### config.mk
export PLATFORM = sky130hd
export DESIGN_NAME = multicycle_control
export DESIGN_NICKNAME = d
export VERILOG_FILES = /design/src/rtl/multicycle_control.sv
export SDC_FILE = /design/constraint.sdc
export NUM_CORES = 1
export LEC_CHECK = 0
export CAP_MARGIN = 20
export CORE_UTILIZATION = 41
export DETAILED_ROUTE_END_ITERATION = 10
export PLACE_DENSITY_LB_ADDON = 0.2
export SLEW_MARGIN = 20
export SYNTH_ARGS = -nofsm -noshare
export SYNTH_HDL_FRONTEND = slang
export SYNTH_SLANG_ARGS = --single-unit
### constraint.sdc
create_clock -name clk -period 3 [get_ports clk]
set_input_delay 0.75 -clock clk [delete_from_list [all_inputs] [get_ports clk]]
set_output_delay 0.75 -clock clk [all_outputs]
set_load 0.05 [all_outputs]
### src/rtl/multicycle_control.sv
// Multi-cycle control FSM for the MIPS-subset datapath: fetch/decode/execute/memory/writeback sequencing.
// Optional feature: define CTRL_ILLEGAL_TRAP_EN to trap on illegal opcodes/functs instead of retiring them as NOPs.
module multicycle_control (
  input  logic       clk,
  input  logic       reset,
  input  logic [5:0] opcode,
  input  logic [5:0] funct,
  input  logic       alu_zero,
  input  logic       mem_ready,
  output logic       pc_write,
  output logic [1:0] pc_src,
  output logic       ir_write,
  output logic       mem_read,
  output logic       mem_write,
  output logic       iord,
  output logic       reg_write,
  output logic       reg_dst,
  output logic       mem_to_reg,
  output logic       alu_src_a,
  output logic [1:0] alu_src_b,
  output logic [1:0] alu_op,
  output logic       retire,
  output logic [3:0] state
);

  localparam logic [3:0] S_FETCH     = 4'd0;
  localparam logic [3:0] S_DECODE    = 4'd1;
  localparam logic [3:0] S_MEM_ADDR  = 4'd2;
  localparam logic [3:0] S_MEM_READ  = 4'd3;
  localparam logic [3:0] S_MEM_WB    = 4'd4;
  localparam logic [3:0] S_MEM_WRITE = 4'd5;
  localparam logic [3:0] S_EXEC_R    = 4'd6;
  localparam logic [3:0] S_ALU_WB    = 4'd7;
  localparam logic [3:0] S_BRANCH    = 4'd8;
  localparam logic [3:0] S_JUMP      = 4'd9;
  localparam logic [3:0] S_EXEC_I    = 4'd10;
  localparam logic [3:0] S_IMM_WB    = 4'd11;
  localparam logic [3:0] S_JR        = 4'd12;
  localparam logic [3:0] S_TRAP      = 4'd13;

  localparam logic [5:0] OP_R    = 6'h00;
  localparam logic [5:0] OP_LW   = 6'h23;
  localparam logic [5:0] OP_SW   = 6'h2B;
  localparam logic [5:0] OP_BEQ  = 6'h04;
  localparam logic [5:0] OP_J    = 6'h02;
  localparam logic [5:0] OP_ADDI = 6'h08;
  localparam logic [5:0] FN_JR   = 6'h08;

  logic [3:0] r_state;
  logic [3:0] w_next;
  logic       w_op_legal;
  logic       w_illegal;

  assign w_op_legal = (opcode == OP_R) || (opcode == OP_LW) || (opcode == OP_SW) ||
                      (opcode == OP_BEQ) || (opcode == OP_J) || (opcode == OP_ADDI);

`ifdef CTRL_ILLEGAL_TRAP_EN
  logic w_funct_legal;
  assign w_funct_legal = (funct == 6'h20) || (funct == 6'h22) || (funct == 6'h24) ||
                         (funct == 6'h25) || (funct == 6'h2A) || (funct == FN_JR);
  assign w_illegal = !w_op_legal || ((opcode == OP_R) && !w_funct_legal);
`else
  assign w_illegal = !w_op_legal;
`endif

  always_ff @(posedge clk or posedge reset) begin
    if (reset) r_state <= S_FETCH;
    else       r_state <= w_next;
  end

  always_comb begin
    w_next = r_state;
    case (r_state)
      S_FETCH:     if (mem_ready) w_next = S_DECODE;
      S_DECODE: begin
        if (w_illegal) begin
`ifdef CTRL_ILLEGAL_TRAP_EN
          w_next = S_TRAP;
`else
          w_next = S_FETCH;
`endif
        end else begin
          case (opcode)
            OP_LW, OP_SW: w_next = S_MEM_ADDR;
            OP_R:         w_next = (funct == FN_JR) ? S_JR : S_EXEC_R;
            OP_BEQ:       w_next = S_BRANCH;
            OP_J:         w_next = S_JUMP;
            OP_ADDI:      w_next = S_EXEC_I;
            default:      w_next = S_FETCH;
          endcase
        end
      end
      S_MEM_ADDR: begin
        if (opcode == OP_LW)      w_next = S_MEM_READ;
        else if (opcode == OP_SW) w_next = S_MEM_WRITE;
        else                      w_next = S_FETCH;
      end
      S_MEM_READ:  if (mem_ready) w_next = S_MEM_WB;
      S_MEM_WRITE: if (mem_ready) w_next = S_FETCH;
      S_EXEC_R:    w_next = S_ALU_WB;
      S_EXEC_I:    w_next = S_IMM_WB;
      S_MEM_WB, S_ALU_WB, S_IMM_WB, S_BRANCH, S_JUMP, S_JR: w_next = S_FETCH;
`ifdef CTRL_ILLEGAL_TRAP_EN
      S_TRAP:      w_next = S_TRAP;
`endif
      default:     w_next = S_FETCH;
    endcase
  end

  // Outputs forced low during reset even though the state register already reads FETCH.
  always_comb begin
    pc_write   = 1'b0;
    pc_src     = 2'd0;
    ir_write   = 1'b0;
    mem_read   = 1'b0;
    mem_write  = 1'b0;
    iord       = 1'b0;
    reg_write  = 1'b0;
    reg_dst    = 1'b0;
    mem_to_reg = 1'b0;
    alu_src_a  = 1'b0;
    alu_src_b  = 2'd0;
    alu_op     = 2'd0;
    retire     = 1'b0;
    if (!reset) begin
      case (r_state)
        S_FETCH: begin
          mem_read  = 1'b1;
          alu_src_b = 2'd1;
          ir_write  = mem_ready;
          pc_write  = mem_ready;
        end
        S_DECODE: begin
          alu_src_b = 2'd3;
`ifndef CTRL_ILLEGAL_TRAP_EN
          retire    = w_illegal;
`endif
        end
        S_MEM_ADDR: begin
          alu_src_a = 1'b1;
          alu_src_b = 2'd2;
        end
        S_MEM_READ: begin
          mem_read = 1'b1;
          iord     = 1'b1;
        end
        S_MEM_WB: begin
          reg_write  = 1'b1;
          mem_to_reg = 1'b1;
          retire     = 1'b1;
        end
        S_MEM_WRITE: begin
          mem_write = 1'b1;
          iord      = 1'b1;
          retire    = mem_ready;
        end
        S_EXEC_R: begin
          alu_src_a = 1'b1;
          alu_op    = 2'b10;
        end
        S_ALU_WB: begin
          reg_write = 1'b1;
          reg_dst   = 1'b1;
          retire    = 1'b1;
        end
        S_EXEC_I: begin
          alu_src_a = 1'b1;
          alu_src_b = 2'd2;
        end
        S_IMM_WB: begin
          reg_write = 1'b1;
          retire    = 1'b1;
        end
        S_BRANCH: begin
          alu_src_a = 1'b1;
          alu_op    = 2'b01;
          pc_src    = 2'd1;
          pc_write  = alu_zero;
          retire    = 1'b1;
        end
        S_JUMP: begin
          pc_src   = 2'd2;
          pc_write = 1'b1;
          retire   = 1'b1;
        end
        S_JR: begin
          pc_src   = 2'd3;
          pc_write = 1'b1;
          retire   = 1'b1;
        end
        default: ;
      endcase
    end
  end

  assign state = r_state;

endmodule
==> run metrics, run 1 <==
DR vias/cell 6.52; Routability Congestion 0.958; R2R setup slack about 1100 ps; initial antenna violation count 0; Detailed Route Iter0 Violations 61; Netlist cell types 41; post-synthesis area per instance about 7 sq um; gr usage total 0.306; number of flip-flops in the largest register 4; Worst-path clk slew 40 ps; top_reg_cell synth dfrtp_1; cell row count 13; final hold violation count 0; Syn Inst Count slightly above 90; asr flop ratio synth 1.00; sw power 0.128 mW; Seq cells post-synth 4; DRC viols 0; Critical Path RT 2250 ps; Overflow after GRT 0; DR WL/cell ~17 um; Gate power share 0.528; PortBufs 35; CTS root buffer clkbuf_4; final wirelength 2530 um; fmax 349 MHz; Die Area ~1700 sq um; crit start category input port; Yosys warning count 0; Design Power approximately 0.31 mW; CP endpoint kind output port; vias about 950; CTS buffer count 3; die height 41.8 um; Max Cap Viol 0; Initial Util 0.470; vias in the first global route ~900; crit-path max FO 2; CP Class input port to output port; Antenna diodes 0; core area 1380 sq um; Die X between 40 and 50 um; Final period util 0.954; RSZ-0062 raised after global routing false; Final Skew just over 6 ps; PD cells between 200 and 250 nW/um^2; largest net degree at the start of global routing 23; part of the Yosys area used for sequential elements 0.154; Pint between 0.15 and 0.2 mW; TritonCTS clock tree built; clock share of power 0.242; router iterations before antenna repair 4; I/O pin cnt 36; VDD IR max approximately 0.19 mV; min cycle time layout around 2900 ps; Lkg Pwr about 0.49 nW; Worst-Margin Slew between 700 and 800 ps; layout cells sized above 1 0.308; Syn Nets roughly 110; fin util 0.905; Syn-to-layout area delta 92.7%; htree depth 1; slew margin rel. 0.513; EDFF count, synth 0; first-pass GRT wire length approximately 4200 um; max-slew violations 0; status complete, no violations; clock buffer depth 2; Post-Syn Area around 650 sq um; Fillers about 50; Reg power frac 0.230; post-CTS setup buffer count 0; HPWL after DPL 1720 um; Finish-stage setup viols 0; Antenna Nets Post-Route 0; arrival time at the worst endpoint ~2100 ps; worst hold path type flip-flop to flip-flop; # clock sinks 4; Total Nets Final about 150; Clk Latency, worst-skew pair roughly 250 ps; Sw Ratio 0.418
-- cell families (layout without fill, tap and decap cells) --
| family | count (synthesis) | count (layout) | synth area share |
|---|---|---|---|
| and+or+nand+nor | 48 | 48 | 0.407 |
| AOI/OAI and AO/OA | 24 | 24 | 0.293 |
| buffers and inverters | 13 | 50 | 0.0886 |
| DFF | 4 | 4 | 0.154 |
| xor gates and xnor gates | 2 | 2 | 0.0270 |
| adders and majority gates | 1 | 1 | 0.0154 |
| muxes | 1 | 1 | 0.0154 |
-- synthesized netlist by cell type, types with 3 or more instances --
| master | instances | area share |
|---|---|---|
| inv_1 | 4 | 0.023 |
| a21oi_1 | 4 | 0.031 |
| nand2b_1 | 4 | 0.039 |
| buf_2 | 4 | 0.031 |
| nand2_1 | 7 | 0.040 |
| clkbuf_1 | 3 | 0.017 |
| o21ai_0 | 5 | 0.039 |
| dfrtp_1 | 4 | 0.15 |
| nor4_1 | 6 | 0.058 |
| nor2_1 | 14 | 0.081 |
-- cells in the final DEF (no fill, tap or decap), types with 3 or more instances in the layout --
master / Yosys / layout
dfrtp_1: 4 / 4
nand2b_1: 4 / 4
nor4_1: 6 / 3
dlygate4sd2_1: 0 / 3
buf_4: 1 / 9
o21ai_0: 5 / 5
buf_12: 0 / 15
nand2_1: 7 / 7
clkdlybuf4s50_1: 0 / 15
a21oi_1: 4 / 4
inv_1: 4 / 4
clkbuf_4: 0 / 3
nor2_1: 14 / 14
nor4_2: 1 / 3
-- critical path, cell delays in order --
cell and delay [ps]:
dlygate4sd2_1 250, maj3_2 330, o31a_4 300, nor4_4 220, nor4_2 60, buf_4 200
-- path summary, 6_finish.rpt --
path | from | to | cells after the start
max | opcode[2] | retire | 6
min | state[1]$_DFFE_PP0P_ | state[3]$_DFFE_PP0P_ | 2
max reg2reg | state[0]$_DFFE_PP0P_ | state[1]$_DFFE_PP0P_ | 4
min reg2reg | state[1]$_DFFE_PP0P_ | state[3]$_DFFE_PP0P_ | 2
max in group asynchronous | reset | state[1]$_DFFE_PP0P_ | 3
min in group asynchronous | reset | state[3]$_DFFE_PP0P_ | 3
-- metrics by stage --
step                      std cells  setup slack, ps  cell area, sq um  hold WS (ps)  TNS (ps)
after detailed placement        142             -178              1210           840      -178
after global placement          142            -67.4              1210           812     -67.4
final                           145              138              1250           905         0
after global routing            145             94.4              1250           944         0
after CTS                       145             53.3              1250           870         0
after floorplan                  93             47.5               672           760         0
-- power groups by stage --
| stage | clock (mW) | combinational [mW] | sequential [mW] |
|---|---|---|---|
| 3_3_place_gp | 0 | 0.153 | 0.0698 |
| 3_5_place_dp | 0 | 0.157 | 0.0702 |
| 4_1_cts | 0.0720 | 0.159 | 0.0695 |
| 2_1_floorplan | 0 | 0.0834 | 0.0677 |
| 5_1_grt | 0.0752 | 0.168 | 0.0719 |
| 6_report | 0.0741 | 0.161 | 0.0704 |
-- repair_timing --
action / in CTS / in global routing
gates resized for setup: 7 / 1
pin swaps: 2 / 0
hold buffers: 0 / 0
endpoints found under the setup margin: 1 / 1
-- final cells by class --
class                   count  area [sq um]  area share
clock buffers               3          22.5      0.0180
repair buffers             43           557       0.445
flip-flops and latches      4           100      0.0800
multi-input cells          76           538       0.430
well taps                  15          18.8      0.0150
inverters                   4          15.0      0.0120
-- routing by layer --
metal / up-vias / global-route usage / share of wire
met5: - / 0 / 0
met4: 0 / 0.187 / 0.047
met3: 15 / 0.0348 / 0.077
met2: 72 / 0.534 / 0.49
met1: 431 / 0.349 / 0.39
li1: 428 / - / -
Power figures use the tool's default switching activity.
==> inputs of run 2 (changes only) <==
==> constraint.sdc (replaced) <==
create_clock -name clk -period 3 [get_ports clk]
set_input_delay 0.3 -clock clk [delete_from_list [all_inputs] [get_ports clk]]
set_output_delay 0.3 -clock clk [all_outputs]
set_load 0.05 [all_outputs]
==> run 2 against run 1 <==
  * Sequential power down 3.6%
  * Non-clock buffer count down 5
  * Critical path type is now flip-flop to output port
  * Critical endpoint is now reg_write
  * Critical path depth down 2
  * Sequential cell count unchanged
  * Count of clock-buffer cells in the layout unchanged
  * Wire length down 20%
  * Setup slack better by 170 ps
  * Combinational power down 18%
  * Global-route usage down 6.2 points
==> run metrics, run 2 (same netlist as run 1, synthesis figures left out) <==
gr usage total 0.244 (-0.0617); VDD IR max 0.174 mV (-7.5%); most frequent cells in the layout clkdlybuf4s50_1, nor2_1, nand2_1; DR vias/cell 6.19 (-5.1%); arrival time at the worst endpoint 2390 ps (+280 ps); Fillers 113 (+130%); crit start category flip-flop; CTS root buffer clkbuf_4; worst r2r src state[0]$_DFFE_PP0P_; router iterations before antenna repair 4 (unchanged); RSZ-0062 raised after global routing false; first-pass GRT wire length 3440 um (-19%); core area 1380 sq um (unchanged); Die Area 1750 sq um (unchanged); max-slew violations 0 (unchanged); Total Nets Final 143 (-3.4%); # clock sinks 4 (unchanged); PD cells 260 nW/um^2 (+6.4%); CP Class flip-flop to output port; Finish-stage setup viols 0 (unchanged); Critical Path RT 2700 ps (+450 ps); min cycle time layout 2690 ps (-172 ps); number of flip-flops in the largest register 4 (unchanged); DR WL/cell 14.5 um (-17%); R2R cell count 4 (unchanged); Final period util 0.897 (-0.0574); Top Layer Used met4; CP endpoint kind output port; post-CTS setup buffer count 0 (unchanged); metal3 WL 130 um (-34%); Lkg Pwr 0.363 nW (-26%); layout cells sized above 1 0.120 (-0.188); Die X 41.8 um (unchanged); status complete, no violations; Worst-Margin Slew 592 ps (-138 ps); vias in the first global route 778 (-14%); Syn-to-layout area delta 57.8%; commonest non-fill, non-tap cell in the layout clkdlybuf4s50_1; fmax 372 MHz (+6.4%); cell row count 13 (unchanged); final hold violation count 0 (unchanged); CP Launch Point state[0]$_DFFE_PP0P_; crit-path max FO 22 (+20); Worst-path clk slew 40 ps (about the same); non-filler cells in the finished layout 140 (-3.4%); PortBufs 35 (unchanged); Routability Congestion 0.899 (-6.2%); worst hold path type input port to asynchronous set/reset pin; Antenna diodes 0 (unchanged); Final Skew 2.14 ps (-3.98 ps); placed cells 137 (-3.5%); initial antenna violation count 0 (unchanged); final wirelength 2030 um (-20%); TritonCTS clock tree built; Max Cap Viol 0 (unchanged); HPWL after DPL 1520 um (-12%); Met1 Wirelength 848 um (-14%); vias 867 (-8.4%); CTS buffer count 3 (unchanged); Initial Util 0.470 (unchanged); TNS Setup 0 ps (unchanged); Hold-fix buffers, CTS 0 (unchanged); met2 WL post-DR 1030 um (-16%); htree depth 1 (unchanged); R2R setup slack 1110 ps (+40 ps); largest net degree at the start of global routing 23 (unchanged); Overflow after GRT 0 (unchanged); die height 41.8 um (unchanged); post-CTS sizing 0 (-7); clock buffer depth 2 (unchanged); Clk Latency, worst-skew pair 240 ps (about the same); Detailed Route Iter0 Violations 20 (-67%); I/O pin cnt 36 (unchanged); DRC viols 0 (unchanged); terminus of the critical flop-to-flop path state[1]$_DFFE_PP0P_; slew margin rel. 0.602 (+0.0884); Antenna Nets Post-Route 0 (unchanged)
[run 2: per-layer routing]
metal,track usage,vias to the layer above
li1,-,417
met1,0.331,396
met2,0.381,50
met3,0.0435,4
met4,0.0903,0
met5,0,-
[run 2: how the worst max path moves through the flow]
| stage | end | slack [ps] | cells past startpoint |
|---|---|---|---|
| after floorplan | alu_src_a | 150 | 3 |
| after global placement | ir_write | 470 | 4 |
| after detailed placement | ir_write | 440 | 4 |
| after CTS | reg_write | 300 | 4 |
| after global routing | reg_write | 190 | 4 |
| final | reg_write | 310 | 4 |
[run 2: report_power, final]
part           internal (mW)  total (mW)  switching (mW)
Clock                 0.0448      0.0671          0.0223
Combinational         0.0564       0.132          0.0751
Sequential            0.0565      0.0679          0.0114
Total                  0.158       0.266           0.109
[run 2: cell type report]
type                       instances  area, sq um  share of cell area
clock buffer                       3         22.5              0.0220
inverter                           4         15.0              0.0147
multi-input combinational         76          498               0.486
sequential                         4          100              0.0977
tap                               15         18.8              0.0183
timing repair buffer              38          370               0.361
[run 2: per-stage QoR]
stage	worst slack [ps]	hold slack, ps	instance area, sq um	power, mW	util
floorplan	147	275	656	0.149	-
global placement	469	734	1000	0.198	0.725
detailed placement	437	750	1000	0.199	0.725
CTS	300	500	1020	0.267	0.741
global route	190	532	1020	0.280	0.741
finish	310	509	1020	0.266	0.741
[run 2: worst max-delay path, stage by stage, from the launching register on]
cell and delay (ps):
dfrtp_1 590, nand2b_1 340, o32a_1 320, nor2_1 80, clkdlybuf4s50_1 810
